==> config.mk <==
export PLATFORM = sky130hd
export DESIGN_NAME = rr_packet_arbiter
export DESIGN_NICKNAME = d
export VERILOG_FILES = /design/src/rtl/rr_packet_arbiter.sv
export SDC_FILE = /design/constraint.sdc
export NUM_CORES = 1
export LEC_CHECK = 0
export CORE_AREA = 4 4 234 236
export DETAILED_ROUTE_END_ITERATION = 8
export DIE_AREA = 0 0 238 240
export PLACE_DENSITY = 0.45
export SLEW_MARGIN = 10
export SYNTH_ARGS = -nofsm -noshare
export SYNTH_HDL_FRONTEND = slang
export SYNTH_SLANG_ARGS = --single-unit
==> constraint.sdc <==
create_clock -name clk -period 2.4 [get_ports clk]
set_input_delay 0.48 -clock clk [delete_from_list [all_inputs] [get_ports clk]]
set_output_delay 0.48 -clock clk [all_outputs]
set_load 0.02 [all_outputs]
==> src/rtl/rr_packet_arbiter.sv <==
// Per-packet round-robin arbiter: N upstream stream ports share one registered downstream port.
// A winner keeps the grant until its last beat is accepted, so packets never interleave.

module rr_packet_arbiter #(
   parameter int unsigned N      = 16,
   parameter int unsigned DATA_W = 32,
   parameter int unsigned IDX_W  = (N > 1) ? $clog2(N) : 1
) (
   input  logic                clk,
   input  logic                rst_n,

   input  logic [N-1:0]        req_valid,
   input  logic [N*DATA_W-1:0] req_data,
   input  logic [N-1:0]        req_last,
   output logic [N-1:0]        req_ready,

   output logic                out_valid,
   output logic [DATA_W-1:0]   out_data,
   output logic                out_last,
   output logic [IDX_W-1:0]    out_src,
   input  logic                out_ready
);

   typedef enum logic [0:0] {StIdle, StBusy} state_e;

   state_e             state_q, state_d;
   logic [IDX_W-1:0]   gnt_idx_q, gnt_idx_d;
   logic [IDX_W-1:0]   ptr_q, ptr_d;

   logic               out_valid_q, out_valid_d;
   logic [DATA_W-1:0]  out_data_q, out_data_d;
   logic               out_last_q, out_last_d;
   logic [IDX_W-1:0]   out_src_q, out_src_d;

   logic [N-1:0]       mask_gt;
   logic [N-1:0]       hi_req;
   logic [IDX_W-1:0]   winner;

   logic               gnt_valid;
   logic [DATA_W-1:0]  gnt_data;
   logic               gnt_last;
   logic               out_room;
   logic               accept;

   // Lowest-index-first priority encoder; returns 0 for an all-zero vector.
   function automatic logic [IDX_W-1:0] lowest_idx(input logic [N-1:0] vec);
      logic [IDX_W-1:0] idx;
      idx = '0;
      for (int i = int'(N) - 1; i >= 0; i--) begin
         if (vec[i]) begin
            idx = IDX_W'(i);
         end
      end
      return idx;
   endfunction

   // ----------------------------------------------------------------------------------------
   // Winner selection: requesters strictly above the last-served index take priority.
   // ----------------------------------------------------------------------------------------
   always_comb begin
      mask_gt = '0;
      for (int unsigned i = 0; i < N; i++) begin
         mask_gt[i] = (i > 32'(ptr_q));
      end
   end

   always_comb begin
      hi_req = req_valid & mask_gt;
      if (|hi_req) begin
         winner = lowest_idx(hi_req);
      end else begin
         winner = lowest_idx(req_valid);
      end
   end

   // ----------------------------------------------------------------------------------------
   // Granted-lane select and handshake.
   // ----------------------------------------------------------------------------------------
   always_comb begin
      gnt_valid = 1'b0;
      gnt_data  = '0;
      gnt_last  = 1'b0;
      for (int unsigned i = 0; i < N; i++) begin
         if (gnt_idx_q == IDX_W'(i)) begin
            gnt_valid = req_valid[i];
            gnt_data  = req_data[i*DATA_W +: DATA_W];
            gnt_last  = req_last[i];
         end
      end
   end

   // The output register can take a beat when empty or when it drains this cycle.
   assign out_room = !out_valid_q || out_ready;
   assign accept   = (state_q == StBusy) && out_room && gnt_valid;

   always_comb begin
      req_ready = '0;
      for (int unsigned i = 0; i < N; i++) begin
         req_ready[i] = (state_q == StBusy) && out_room && (gnt_idx_q == IDX_W'(i));
      end
   end

   // ----------------------------------------------------------------------------------------
   // Arbitration FSM.
   // ----------------------------------------------------------------------------------------
   always_comb begin
      state_d   = state_q;
      gnt_idx_d = gnt_idx_q;
      ptr_d     = ptr_q;
      unique case (state_q)
         StIdle: begin
            if (|req_valid) begin
               state_d   = StBusy;
               gnt_idx_d = winner;
            end
         end
         StBusy: begin
            if (accept && gnt_last) begin
               state_d = StIdle;
               ptr_d   = gnt_idx_q;
            end
         end
         default: begin
            state_d = StIdle;
         end
      endcase
   end

   // ----------------------------------------------------------------------------------------
   // Output register.
   // ----------------------------------------------------------------------------------------
   always_comb begin
      out_valid_d = out_valid_q;
      out_data_d  = out_data_q;
      out_last_d  = out_last_q;
      out_src_d   = out_src_q;
      if (accept) begin
         out_valid_d = 1'b1;
         out_data_d  = gnt_data;
         out_last_d  = gnt_last;
         out_src_d   = gnt_idx_q;
      end else if (out_valid_q && out_ready) begin
         out_valid_d = 1'b0;
      end
   end

   always_ff @(posedge clk or negedge rst_n) begin
      if (!rst_n) begin
         state_q     <= StIdle;
         gnt_idx_q   <= '0;
         ptr_q       <= IDX_W'(N - 1);
         out_valid_q <= 1'b0;
         out_data_q  <= '0;
         out_last_q  <= 1'b0;
         out_src_q   <= '0;
      end else begin
         state_q     <= state_d;
         gnt_idx_q   <= gnt_idx_d;
         ptr_q       <= ptr_d;
         out_valid_q <= out_valid_d;
         out_data_q  <= out_data_d;
         out_last_q  <= out_last_d;
         out_src_q   <= out_src_d;
      end
   end

   assign out_valid = out_valid_q;
   assign out_data  = out_data_q;
   assign out_last  = out_last_q;
   assign out_src   = out_src_q;

endmodule

* Word-level counts from Yosys, hierarchy flattened
Index checks and enable logic that the tools add are counted. W data, S select, Z words.
Cells by class: eq/ne operators 15, multiplexer cells 86, order comparisons 15, reduce and logical (&&, ||, !) cells 28, bitwise gates (word level) 2
Operator list (count):
- $mux W32 | 16
- $mux W4 | 33
- $mux W1 | 36
- $eq A4 B4 Y1 const B | 8
- $gt A4 B4 Y1 const A | 8
- $reduce_or A16 Y1 | 2
- $logic_and A1 B1 Y1 | 20
- $and A16 B16 Y16 | 1
- $eq A4 B3 Y1 const B | 4
- $gt A3 B4 Y1 const A | 4
- $eq A4 B2 Y1 const B | 2
- $gt A2 B4 Y1 const A | 2
- $eq A4 B1 Y1 const B | 1
- $gt A1 B4 Y1 const A | 1
- $logic_not A4 Y1 | 1
- $reduce_and A2 Y1 | 2
- $pmux W1 S2 | 1
- $reduce_bool A2 Y1 | 1
- $logic_not A1 Y1 | 1
- $logic_or A1 B1 Y1 | 1
- $not A1 Y1 | 1
Storage, ports and cells: output and inout port bits 54, register bits 47

* Depth between registers and ports, before layout
depth after elaboration 21, mapped depth 12, mapped depth without buffers 6

* Least setup slack after synthesis
Ideal clock, no wire load.
path kind register -> register, from reg gnt_idx_q[0], to reg out_data_q[31], in the netlist out_data[31], cell stages (with the launch flop) 9, arrival time 2.065 ns, setup time 0.128 ns, clock period less this slack 2.192 ns, data required time 2.272 ns, buffers on the path 2, setup slack 0.208 ns, cells stage by stage dfrtp_1 and2_1 buf_6 a22o_1 o311ai_2 a31oi_4 nor2_8 buf_12 mux2_1
Between the ends: word-level cells in the longest chain between the ends 18, elaborated cells on any way between the ends 49
RTL lines:
- start, declared | RTL line 27 | logic [IDX_W-1:0] gnt_idx_q, gnt_idx_d;
- start signal, assigned | RTL line 158 | gnt_idx_q <= gnt_idx_d;
- $logic_not A4 Y1 | RTL line 84 | if (gnt_idx_q == IDX_W'(i)) begin
- $mux W1 (16 in series) | RTL line 84
- $logic_and A1 B1 Y1 | RTL line 94 | assign accept = (state_q == StBusy) && out_room && gnt_valid;
- end signal, assigned | RTL line 161 | out_data_q <= out_data_d;
- end, declared | RTL line 31 | logic [DATA_W-1:0] out_data_q, out_data_d;
Parallel ways exist; a longest one is shown, timed or not. A chain may end at the register's enable or synchronous reset.

* Worst setup path after layout
from reg gnt_idx_q[0], to reg out_data_q[8], in the netlist out_data[8]
Same word-level chain as after synthesis.

==> reports/qor.csv <==
stage,metric,value,unit
route,DR vias/cell,4.861,
timing,period utilization,103.7,%
pwr,PwrDens,1163,nW/um^2
outcome,failing checks,negative setup slack,
worst_setup_path,Setup crit end kind,flip-flop,
pwr,Switching Fraction,48.91,%
worst_hold_path,worst hold path type,in -> async,
finish,Nets,2303,
pwr,Comb power frac,86.5,%
clock_tree,Clock H-tree levels,2,
finish,Area Growth Syn to Fin,109.4,%
pwr,P_sw,9.749,mW
worst_setup_path,most frequent CP cell,buf_4,
clock_tree,CTS sink cnt,47,
global_route,GR Util All Layers,23.44,%
global_route,largest net degree at the start of global routing,48,
global_route,initial antenna violation count,16,
clock_tree,worst-skew pair later-pin latency,0.30,ns
worst_setup_path,worst path required time,2.65,ns
logic_synthesis,Main synth FF type,dfrtp_1,
timing,RSZ-0062 raised after global routing,yes,
pwr,power share of the clock group,4.8,%
logic_synthesis,cell count after synthesis,1034,
logic_synthesis,Async SR Flop Fraction,100.0,%
worst_setup_path,CP arrival,2.74,ns
timing,final hold vios,0,
worst_setup_path,CP Cell Sequence,buf_12 > buf_6 > nand2b_4 > buf_4 > buf_4 > nor2_1 > o21ai_0 > o221ai_1 > a32oi_2 > mux2_2,
timing,Worst Tran Pin Value,0.7487,ns
logic_synthesis,synthesis warning total,0,
global_route,remaining global-route overflow,0,
worst_setup_path,Setup CP Type,reg -> reg,
timing,final setup violation count,31,
worst_setup_path,slowest cell delay on critical path,0.57,ns
logic_synthesis,Synth area leader,dfrtp_1,
worst_setup_path,worst reg2reg path depth,10,
placed_design,Cells after DPL,2414,
floorplanning,Die Y-Extent,240,microns
timing,worst clock skew,0.007586,ns
clock_tree,CTS tree,done,
pwr,Pint,10.18,mW
route,routed vias,11930,
finish,final core utilization,32.67,%
logic_synthesis,cell with the most instances after synthesis,a21oi_1,
run,Maximum Capacitance Violations,0,
logic_synthesis,Netlist cell types,82,
floorplanning,# rows,84,
route,1st-iter DRT viols,620,
logic_synthesis,syn_area_per_cell,7.914,sq um
clock_tree,clock slew at reported path FFs,0.08,ns
global_route,vias in the first global route,12760,
logic_synthesis,post-synthesis register bit count,47,
floorplanning,area of the die,57120,sq um
timing,FMAX,401.7,MHz
clock_tree,TritonCTS Buffers,5,
worst_setup_path,worst path bufs/invs,4,
worst_setup_path,worst-path maximum fanout,13,
finish,share of layout cells above drive strength 1,24.99,%
pwr,LEAKAGE,6.692,nW
clock_tree,CTS Hold Bufs,0,
floorplanning,Core ar.,52450,sq um
timing,fin crit period,2.489,ns
logic_synthesis,area of the mapped netlist,8183,sq um
outcome,status,finished with violations,
clock_tree,CTS root buf,clkbuf_16,
global_route,first-pass GRT wire length,96100,microns
placed_design,post-DP HPWL,59990,microns
logic_synthesis,share of the synthesized area in the top cell type,13.15,%
clock_tree,CTS max path bufs,2,
logic_synthesis,"EDFF count, synth",0,
route,DRT Wirelength,71870,microns
pwr,Pwr Total,19.93,mW
worst_setup_path,WP depth,10,
floorplanning,starting density of the core,15.60,%
floorplanning,# IOs,601,
placed_design,gpl congestion,0.9097,
timing,max-slew violations,0,
placed_design,number of buffers added on ports,600,
placed_design,DP Worst Slack,-0.3149,ns
timing,worst setup margin,-0.08943,ns
route,Routed WL per cell,29.28,microns
route,drt pass-1 iters,5,
pwr,Sequential Power Share,8.6,%
floorplanning,die extent in x,238,microns
timing,Hold WS,0.2347,ns
worst_setup_path,CP Launch Type,flip-flop,
timing,relative slew slack,50.09,%
worst_setup_path,CP max stage cell,dfrtp_4,
logic_synthesis,net count after synthesis,1581,
logic_synthesis,Area contributors post-synth,"dfrtp_1 13%, mux2_2 7.3%, mux2i_1 7.0%",
logic_synthesis,register area share after synthesis,14.43,%
pwr,Worst VDD drop,0.3999,mV
worst_setup_path,crit-path leading delay family,compound AO/OA/AOI/OAI gates,
logic_synthesis,"top cells by count, synth","110 x a21oi_1, 90 x o21ai_0, 62 x nand2_1, 62 x nor2_1, 57 x mux2i_1",
finish,fin cells,2454,
route,Routed Antenna Nets,0,
route,# DRC,0,
## routing by layer
| metal | up-vias | routed length [microns] | GRT usage [%] | share of wire, % |
|---|---|---|---|---|
| met5 | - | 79 | 0 | 0.11 |
| li1 | 5509 | - | - | - |
| met2 | 504 | 36070 | 42.51 | 50 |
| met4 | 12 | 2278 | 7.300 | 3.2 |
| met1 | 5833 | 28890 | 27.76 | 40 |
| met3 | 72 | 4545 | 4.875 | 6.3 |
## through the flow
| stage | TNS [ns] | area [sq um] |
|---|---|---|
| after floorplan | 0 | 8183 |
| after global placement | -12.54 | 16240 |
| after detailed placement | -12.61 | 16240 |
| after CTS | -0.1703 | 16810 |
| after global routing | -2.566 | 17130 |
| final | -0.9118 | 17130 |
## power by group through the flow
stage          Combinational [mW]  Sequential [mW]  Clock, mW
6_report                     17.2             1.72      0.966
3_3_place_gp                 15.8             1.69          0
3_5_place_dp                 15.9             1.68          0
2_1_floorplan                8.03             1.85          0
5_1_grt                      18.3             1.77       1.03
4_1_cts                      16.7             1.69       1.01
## repair_timing
action                     4_1_cts  5_1_grt
cloned                           1        3
buffers inserted                11        9
pin swaps                        7       13
gates resized for setup         94       71
setup endpoints to repair       57       52
## flip-flops by register name, indices dropped and copies added, names as in the netlist
register,count
out_data,32
ptr_q,4
out_src,4
out_last,1
state_q,1
out_valid,1
gnt_idx_q,4
## cells by family (layout without fill, tap and decap cells)
logic type      after synthesis  in the layout  synth area share (%)
compound gates              444            444                 36.24
simple gates                255            255                 15.75
mux                         153            153                 23.99
buf+inv                     135            858                 9.587
flops                        47             47                 14.43
other cells                   0              9                     0
## cell usage in the layout (no fill, tap or decap), types with 29 or more instances in the layout
cell type and count:
a21oi_1 106, buf_12 29, buf_4 181, clkdlybuf4s50_1 583, dfrtp_1 39, mux2_2 50
mux2i_1 52, nand2_1 60, nor2_1 59, o21ai_0 87, o22ai_1 38
## layout make-up
cell class                      instances  area, sq um
Sequential cell                        47         1204
Timing Repair Buffer                  828         8164
Clock buffer                            6        128.9
Fill cell                            5535        35310
Antenna cell                            9        22.52
Tap cell                              688        860.8
Inverter                               22        85.08
Multi-Input combinational cell        852         6609
Clock inverter                          2        60.06
## worst paths after layout
check | from | endpoint | slack (ns)
hold / removal | rst_n | out_data[11]$_DFFE_PN0P_ | 0.23
hold reg to reg | out_src[2]$_DFFE_PN0P_ | out_src[2]$_DFFE_PN0P_ | 0.51
setup / recovery | gnt_idx_q[0]$_DFFE_PN0P_ | out_data[8]$_DFFE_PN0P_ | -0.09
min in group clk | out_src[2]$_DFFE_PN0P_ | out_src[2]$_DFFE_PN0P_ | 0.51
max in group asynchronous | rst_n | gnt_idx_q[0]$_DFFE_PN0P_ | 1.59
setup reg to reg | gnt_idx_q[0]$_DFFE_PN0P_ | out_data[8]$_DFFE_PN0P_ | -0.09
No activity file was read; power rests on OpenSTA's default activity.
